===== src/rtl/pipeline_controller.sv =====
// rtl/pipeline_controller.sv - pipelined ARM-subset control unit with NZCV flags, D-stage branch resolution
// Optional macro CTRL_FLAG_FWD_EN: forward E-stage ALU flags into the D condition check (no flag stall).
module pipeline_controller (
    input  logic        clk,
    input  logic        reset,
    input  logic [19:0] InstrD,
    input  logic [3:0]  ALUFlagsE,
    input  logic        FlushE,
    output logic [1:0]  RegSrcD,
    output logic [1:0]  ImmSrcD,
    output logic        BranchTakenD,
    output logic        FlagStallD,
    output logic        ALUSrcE,
    output logic [1:0]  ALUControlE,
    output logic        MemWriteM,
    output logic        MemtoRegE,
    output logic        RegWriteM,
    output logic        MemtoRegW,
    output logic        RegWriteW,
    output logic        PCSrcW,
    output logic        PCWrPendingF
);

    logic [3:0] cond_d;
    logic [1:0] op_d;
    logic [5:0] funct_d;
    logic [3:0] rd_d;
    logic [3:0] cmd_d;
    logic       unused_rn;

    assign cond_d    = InstrD[19:16];
    assign op_d      = InstrD[15:14];
    assign funct_d   = InstrD[13:8];
    assign rd_d      = InstrD[3:0];
    assign cmd_d     = funct_d[4:1];
    assign unused_rn = ^InstrD[7:4];

    logic       alu_src_d, reg_write_d, mem_write_d, mem_to_reg_d, branch_d, pc_src_d;
    logic [1:0] alu_ctrl_d, flag_write_d;

    always_comb begin
        RegSrcD      = 2'b00;
        ImmSrcD      = 2'b00;
        alu_src_d    = 1'b0;
        alu_ctrl_d   = 2'b00;
        reg_write_d  = 1'b0;
        mem_write_d  = 1'b0;
        mem_to_reg_d = 1'b0;
        flag_write_d = 2'b00;
        branch_d     = 1'b0;
        case (op_d)
            2'b00: begin
                alu_src_d = funct_d[5];
                case (cmd_d)
                    4'b0100: begin
                        alu_ctrl_d   = 2'b00;
                        reg_write_d  = 1'b1;
                        flag_write_d = {funct_d[0], funct_d[0]};
                    end
                    4'b0010: begin
                        alu_ctrl_d   = 2'b01;
                        reg_write_d  = 1'b1;
                        flag_write_d = {funct_d[0], funct_d[0]};
                    end
                    4'b0000: begin
                        alu_ctrl_d   = 2'b10;
                        reg_write_d  = 1'b1;
                        flag_write_d = {funct_d[0], 1'b0};
                    end
                    4'b1100: begin
                        alu_ctrl_d   = 2'b11;
                        reg_write_d  = 1'b1;
                        flag_write_d = {funct_d[0], 1'b0};
                    end
                    4'b1010: begin
                        alu_ctrl_d   = 2'b01;
                        flag_write_d = 2'b11;
                    end
                    default: ;
                endcase
            end
            2'b01: begin
                ImmSrcD    = 2'b01;
                alu_src_d  = 1'b1;
                alu_ctrl_d = funct_d[3] ? 2'b00 : 2'b01;
                if (funct_d[0]) begin
                    reg_write_d  = 1'b1;
                    mem_to_reg_d = 1'b1;
                end else begin
                    mem_write_d = 1'b1;
                    RegSrcD[1]  = 1'b1;
                end
            end
            2'b10: begin
                RegSrcD[0] = 1'b1;
                ImmSrcD    = 2'b10;
                alu_src_d  = 1'b1;
                branch_d   = 1'b1;
            end
            default: ;
        endcase
    end

    assign pc_src_d = reg_write_d & (rd_d == 4'hF);

    function automatic logic cond_pass(input logic [3:0] c, input logic [3:0] f);
        logic n, z, cy, v;
        {n, z, cy, v} = f;
        case (c)
            4'b0000: cond_pass = z;
            4'b0001: cond_pass = ~z;
            4'b0010: cond_pass = cy;
            4'b0011: cond_pass = ~cy;
            4'b0100: cond_pass = n;
            4'b0101: cond_pass = ~n;
            4'b0110: cond_pass = v;
            4'b0111: cond_pass = ~v;
            4'b1000: cond_pass = cy & ~z;
            4'b1001: cond_pass = ~cy | z;
            4'b1010: cond_pass = (n == v);
            4'b1011: cond_pass = (n != v);
            4'b1100: cond_pass = ~z & (n == v);
            4'b1101: cond_pass = z | (n != v);
            4'b1110: cond_pass = 1'b1;
            default: cond_pass = 1'b0;
        endcase
    endfunction

    logic       alu_src_e, reg_write_e, mem_write_e, mem_to_reg_e, pc_src_e;
    logic [1:0] alu_ctrl_e, flag_write_e;
    logic [3:0] cond_e;
    logic [3:0] flags_q;
    logic       cond_ex_e;

    assign cond_ex_e = cond_pass(cond_e, flags_q);

    always_ff @(posedge clk) begin
        if (reset || FlushE) begin
            alu_src_e    <= 1'b0;
            alu_ctrl_e   <= 2'b00;
            reg_write_e  <= 1'b0;
            mem_write_e  <= 1'b0;
            mem_to_reg_e <= 1'b0;
            pc_src_e     <= 1'b0;
            flag_write_e <= 2'b00;
            cond_e       <= 4'b0000;
        end else begin
            alu_src_e    <= alu_src_d;
            alu_ctrl_e   <= alu_ctrl_d;
            reg_write_e  <= reg_write_d;
            mem_write_e  <= mem_write_d;
            mem_to_reg_e <= mem_to_reg_d;
            pc_src_e     <= pc_src_d;
            flag_write_e <= flag_write_d;
            cond_e       <= cond_d;
        end
    end

    always_ff @(posedge clk) begin
        if (reset) begin
            flags_q <= 4'b0000;
        end else begin
            if (cond_ex_e && flag_write_e[1]) flags_q[3:2] <= ALUFlagsE[3:2];
            if (cond_ex_e && flag_write_e[0]) flags_q[1:0] <= ALUFlagsE[1:0];
        end
    end

    // D-stage condition evaluation: either committed flags (stall covers the hazard) or forwarded ones
    logic [3:0] flags_d;
`ifdef CTRL_FLAG_FWD_EN
    always_comb begin
        flags_d = flags_q;
        if (cond_ex_e && flag_write_e[1]) flags_d[3:2] = ALUFlagsE[3:2];
        if (cond_ex_e && flag_write_e[0]) flags_d[1:0] = ALUFlagsE[1:0];
    end
    assign FlagStallD = 1'b0;
`else
    assign flags_d    = flags_q;
    assign FlagStallD = branch_d & (cond_d != 4'b1110) & (flag_write_e != 2'b00);
`endif

    assign BranchTakenD = branch_d & cond_pass(cond_d, flags_d) & ~FlagStallD;

    logic pc_src_m, mem_to_reg_m;

    always_ff @(posedge clk) begin
        if (reset) begin
            RegWriteM    <= 1'b0;
            MemWriteM    <= 1'b0;
            pc_src_m     <= 1'b0;
            mem_to_reg_m <= 1'b0;
            RegWriteW    <= 1'b0;
            MemtoRegW    <= 1'b0;
            PCSrcW       <= 1'b0;
        end else begin
            RegWriteM    <= reg_write_e & cond_ex_e;
            MemWriteM    <= mem_write_e & cond_ex_e;
            pc_src_m     <= pc_src_e & cond_ex_e;
            mem_to_reg_m <= mem_to_reg_e;
            RegWriteW    <= RegWriteM;
            MemtoRegW    <= mem_to_reg_m;
            PCSrcW       <= pc_src_m;
        end
    end

    assign ALUSrcE      = alu_src_e;
    assign ALUControlE  = alu_ctrl_e;
    assign MemtoRegE    = mem_to_reg_e;
    assign PCWrPendingF = pc_src_d | pc_src_e | pc_src_m;

endmodule


===== config.mk =====
export PLATFORM = sky130hd
export DESIGN_NAME = pipeline_controller
export DESIGN_NICKNAME = d
export VERILOG_FILES = /design/src/rtl/pipeline_controller.sv
export SDC_FILE = /design/constraint.sdc
export NUM_CORES = 1
export LEC_CHECK = 0
export ABC_AREA = 0
export BUFFER_PORTS_ARGS = -buffer_cell sky130_fd_sc_hd__buf_2
export CAP_MARGIN = 20
export CORE_MARGIN = 2
export CORE_UTILIZATION = 49
export CTS_CLUSTER_DIAMETER = 200
export CTS_CLUSTER_SIZE = 25
export DETAILED_ROUTE_END_ITERATION = 8
export PLACE_DENSITY = 0.79
export SLEW_MARGIN = 20
export SYNTH_ARGS = -nofsm -noshare
export SYNTH_HDL_FRONTEND = slang
export SYNTH_SLANG_ARGS = --single-unit

===== constraint.sdc =====
create_clock -name clk -period 2.3 [get_ports clk]
set_clock_uncertainty 0.1 [all_clocks]
set_input_delay 0.345 -clock clk [delete_from_list [all_inputs] [get_ports clk]]
set_output_delay 0.345 -clock clk [all_outputs]
set_load 0.05 [all_outputs]

==> results.txt <==
----------------------------------------------------
[Run status]
  Outcome ... completed

[Synthesis]
  Ys Warns ... 0
  Distinct cell type count after synthesis ... 40
  Gate count after technology mapping ... 131
  Biggest area consumer among synthesized cells ... sky130_fd_sc_hd__dfxtp_1
  Mean instance size in the synthesized netlist ... 9.36 sq um
  Register bit count reported by yosys ... 24
  Post-synthesis instance area ... 1230 sq um
  Number of flops mapped to enable cells by yosys ... 0
  Synth top cells by count ... 24 x sky130_fd_sc_hd__dfxtp_1, 9 x sky130_fd_sc_hd__nor2b_1, 7 x sky130_fd_sc_hd__nor2_1, 7 x sky130_fd_sc_hd__o21ai_0
  Area contributors post-synth ... sky130_fd_sc_hd__dfxtp_1 39%, sky130_fd_sc_hd__nor2b_1 4.6%, sky130_fd_sc_hd__ha_1 4.1%
  Syn nets ... 162
  Sequential share of the synthesized area ... 0.392
  Portion of synthesized cell area occupied by the leading cell type ... 0.392
  Cell with the most instances after synthesis ... sky130_fd_sc_hd__dfxtp_1
  Post-synthesis async set-or-reset flop share ... 0
  Ys flop type ... sky130_fd_sc_hd__dfxtp_1

[Floorplanning]
  Number of placement rows ... 18
  Floorplan die width ... 54.0 um
  Total core area ... 2430 sq um
  Initial core utilization ... 0.504
  IO Count ... 43
  Die ar. ... 2920 sq um
  Die H ... 54.0 um

[Route]
  Total vias in the final route ... 1093
  Drt drc ... 0
  Count of TritonRoute iterations in the first routing pass ... 4
  Average wire per standard cell ... 13.9 um
  Starting DRC count in detailed routing ... 21
  Post-detailed-route via-to-cell ratio ... 5.52
  Remaining antenna violation count after routing ... 0
  Aggregate routed wire length ... 2760 um

[Job]
  MaxCap Viol Count ... 0

[Power and ir drop]
  Net switching share of the total power ... 0.274
  Switching power of the nets ... 213 uW
  Combinational Power Share ... 0.157
  Static leakage power ... 0.648 nW
  Power per cell area ... 518 nW/um^2
  Peak ir drop on the vdd network ... 0.346 mV
  Cell internal pwr ... 565 uW
  Clock share of power ... 0.294
  Part of the power in registers ... 0.548

[Timing]
  Actual slew at the worst max-slew pin ... 431 ps
  Min setup slack post-route ... 23.9 ps
  Final critical-path share of the clock period ... 0.990
  Relative slew slack ... 0.711
  Final Hold Vio Count ... 0
  Min Clock Period, post-route ... 2280 ps
  Unrepaired setup endpoints after global routing ... yes
  Highest attainable clock frequency ... 439 MHz
  Final setup vio count ... 0
  Pins Over Slew Limit ... 0

[GRT]
  Wire length of the first global-routing pass ... 4110 um
  Remaining global-route overflow ... 0
  GR Util All Layers ... 0.199
  Maximum number of pins on one net before global-route repair ... 20
  Initial antenna violation count ... 0
  Vias in the first global route ... 952

[CTS]
  Clock latency of the later-clocked register in the worst-skew pair ... 320 ps
  Htree depth ... 1
  Total clock sinks ... 24
  Clock tree from TritonCTS ... yes
  Post-CTS Hold Fix Bufs ... 0
  Number of buffers added by the clock tree synthesis step ... 3
  Cell chosen for the clock root ... sky130_fd_sc_hd__clkbuf_4
  CTS clock-pin slew for the worst setup and hold paths ... 140 ps
  Clk buf depth ... 2
  Post-CTS Setup Bufs ... 0

[Final layout]
  Final Instance Area ... 1500 sq um
  Area growth from synthesis to final layout ... 22.6%
  Net count, final ... 200
  Share of post-route cells with drive strength above 1 ... 0.351
  # diodes ... 0

[Setup path]
  Worst setup path class ... flop to output pin
  Type of element capturing the critical path ... output pin
  Maximum fanout along the worst path ... 4
  Endpoint required time on the critical path ... 1860 ps
  Worst Path Arrival ... 1830 ps
  Launching element type of the critical path ... flop

[Hold path]
  Class of the most critical hold timing path ... primary input to flop

[Place]
  Detailed-placement wirelength estimate ... 2080 um
  Placed cell areas ... 1430 sq um
  Number of port buffers ... 38
  Pre-CTS WS ... 138 ps
  Final Wtd Congestion ... 0.761

----------------------------------------------------
==> what timing repair did <==
item	4_1_cts	5_1_grt
endpoints found under the setup margin	1	1
resized for setup	3	11
pin swaps	0	1
==> kinds of logic after synthesis <==
group                    count (synthesis)  share of synthesized area
AO/OA/AOI/OAI                           29                      0.149
AND/OR/NAND/NOR                         50                      0.248
flip-flops                              24                      0.392
adder cells (fa/ha/maj)                  4                     0.0408
buffers and inverters                   12                     0.0490
multiplexers                             8                     0.0867
XOR/XNOR                                 4                     0.0347
==> critical path, stage by stage (launching register included) <==
cell	delay, ps
sky130_fd_sc_hd__dfxtp_4	390
sky130_fd_sc_hd__mux4_2	510
sky130_fd_sc_hd__inv_2	70
sky130_fd_sc_hd__o21ai_2	50
sky130_fd_sc_hd__a21o_1	160
sky130_fd_sc_hd__a31oi_2	150
sky130_fd_sc_hd__buf_6	180
==> metrics by stage <==
stage | setup TNS (ps) | util | std cells | hold WS, ps | power (mW)
2_1_floorplan | -20.9 | - | 131 | 314 | 0.513
3_3_place_gp | 0 | 0.588 | 194 | 326 | 0.549
3_5_place_dp | 0 | 0.588 | 194 | 340 | 0.554
4_1_cts | 0 | 0.605 | 198 | 115 | 0.782
5_1_grt | -30.9 | 0.618 | 198 | 113 | 0.810
6_report | 0 | 0.618 | 198 | 121 | 0.779
==> power groups by stage <==
stage          logic (mW)  clock network, mW  registers (mW)
2_1_floorplan      0.0707                  0           0.443
3_3_place_gp        0.113                  0           0.436
3_5_place_dp        0.117                  0           0.437
4_1_cts             0.120              0.234           0.428
5_1_grt             0.132              0.250           0.428
6_report            0.123              0.229           0.427
==> layout make-up <==
cell class	count	area, sq um
Clock buffer	4	36.3
Fill cell	213	930
Inverter	6	22.5
Multi-Input combinational cell	95	714
Sequential cell	24	488
Tap cell	30	37.5
Timing Repair Buffer	39	204
==> per-layer routing <==
layer / vias to the layer above / global-route usage / share of wire
met3: 10 / 0.0361 / 0.046
li1: 536 / - / -
met2: 37 / 0.339 / 0.51
met4: 0 / 0.138 / 0.031
met1: 510 / 0.223 / 0.41
met5: - / 0 / 0
==> path summary, 6_finish.rpt <==
path                             end  slack, ps               startpoint  cells after the start
max                     BranchTakenD         20  flags_d[0]$_SDFFE_PP0P_                      6
min              pc_src_e$_SDFF_PP0_        120                   FlushE                      2
max reg2reg  flags_d[3]$_SDFFE_PP0P_        280     cond_e[1]$_SDFF_PP0_                      5
min reg2reg     MemtoRegW$_SDFF_PP0_        360  mem_to_reg_m$_SDFF_PP0_                      1
==> cells in the final DEF, fill, tap and decap left out, drive strengths merged, types with 2 or more instances in the layout <==
| cell | n |
|---|---|
| and3b | 3 |
| or2b | 5 |
| nand2b | 5 |
| xnor2 | 2 |
| nor2 | 7 |
| nor4 | 2 |
| mux4 | 2 |
| xor2 | 2 |
| nand2 | 3 |
| ha | 4 |
| a31oi | 5 |
| mux2i | 5 |
| or3 | 2 |
| nand3b | 4 |
| inv | 6 |
| and2 | 4 |
| clkbuf | 4 |
| o21ai | 9 |
| nor2b | 9 |
| a21oi | 6 |
| dfxtp | 24 |
| buf | 39 |
| nor3 | 2 |
==> state kept, by name, indices dropped and copies added, names as in the netlist, 2 cells and up <==
name	cells
ALUControlE	2
cond_e	4
flag_write_e	2
flags_d	4
Note: power is estimated with default switching activity, not from simulation.
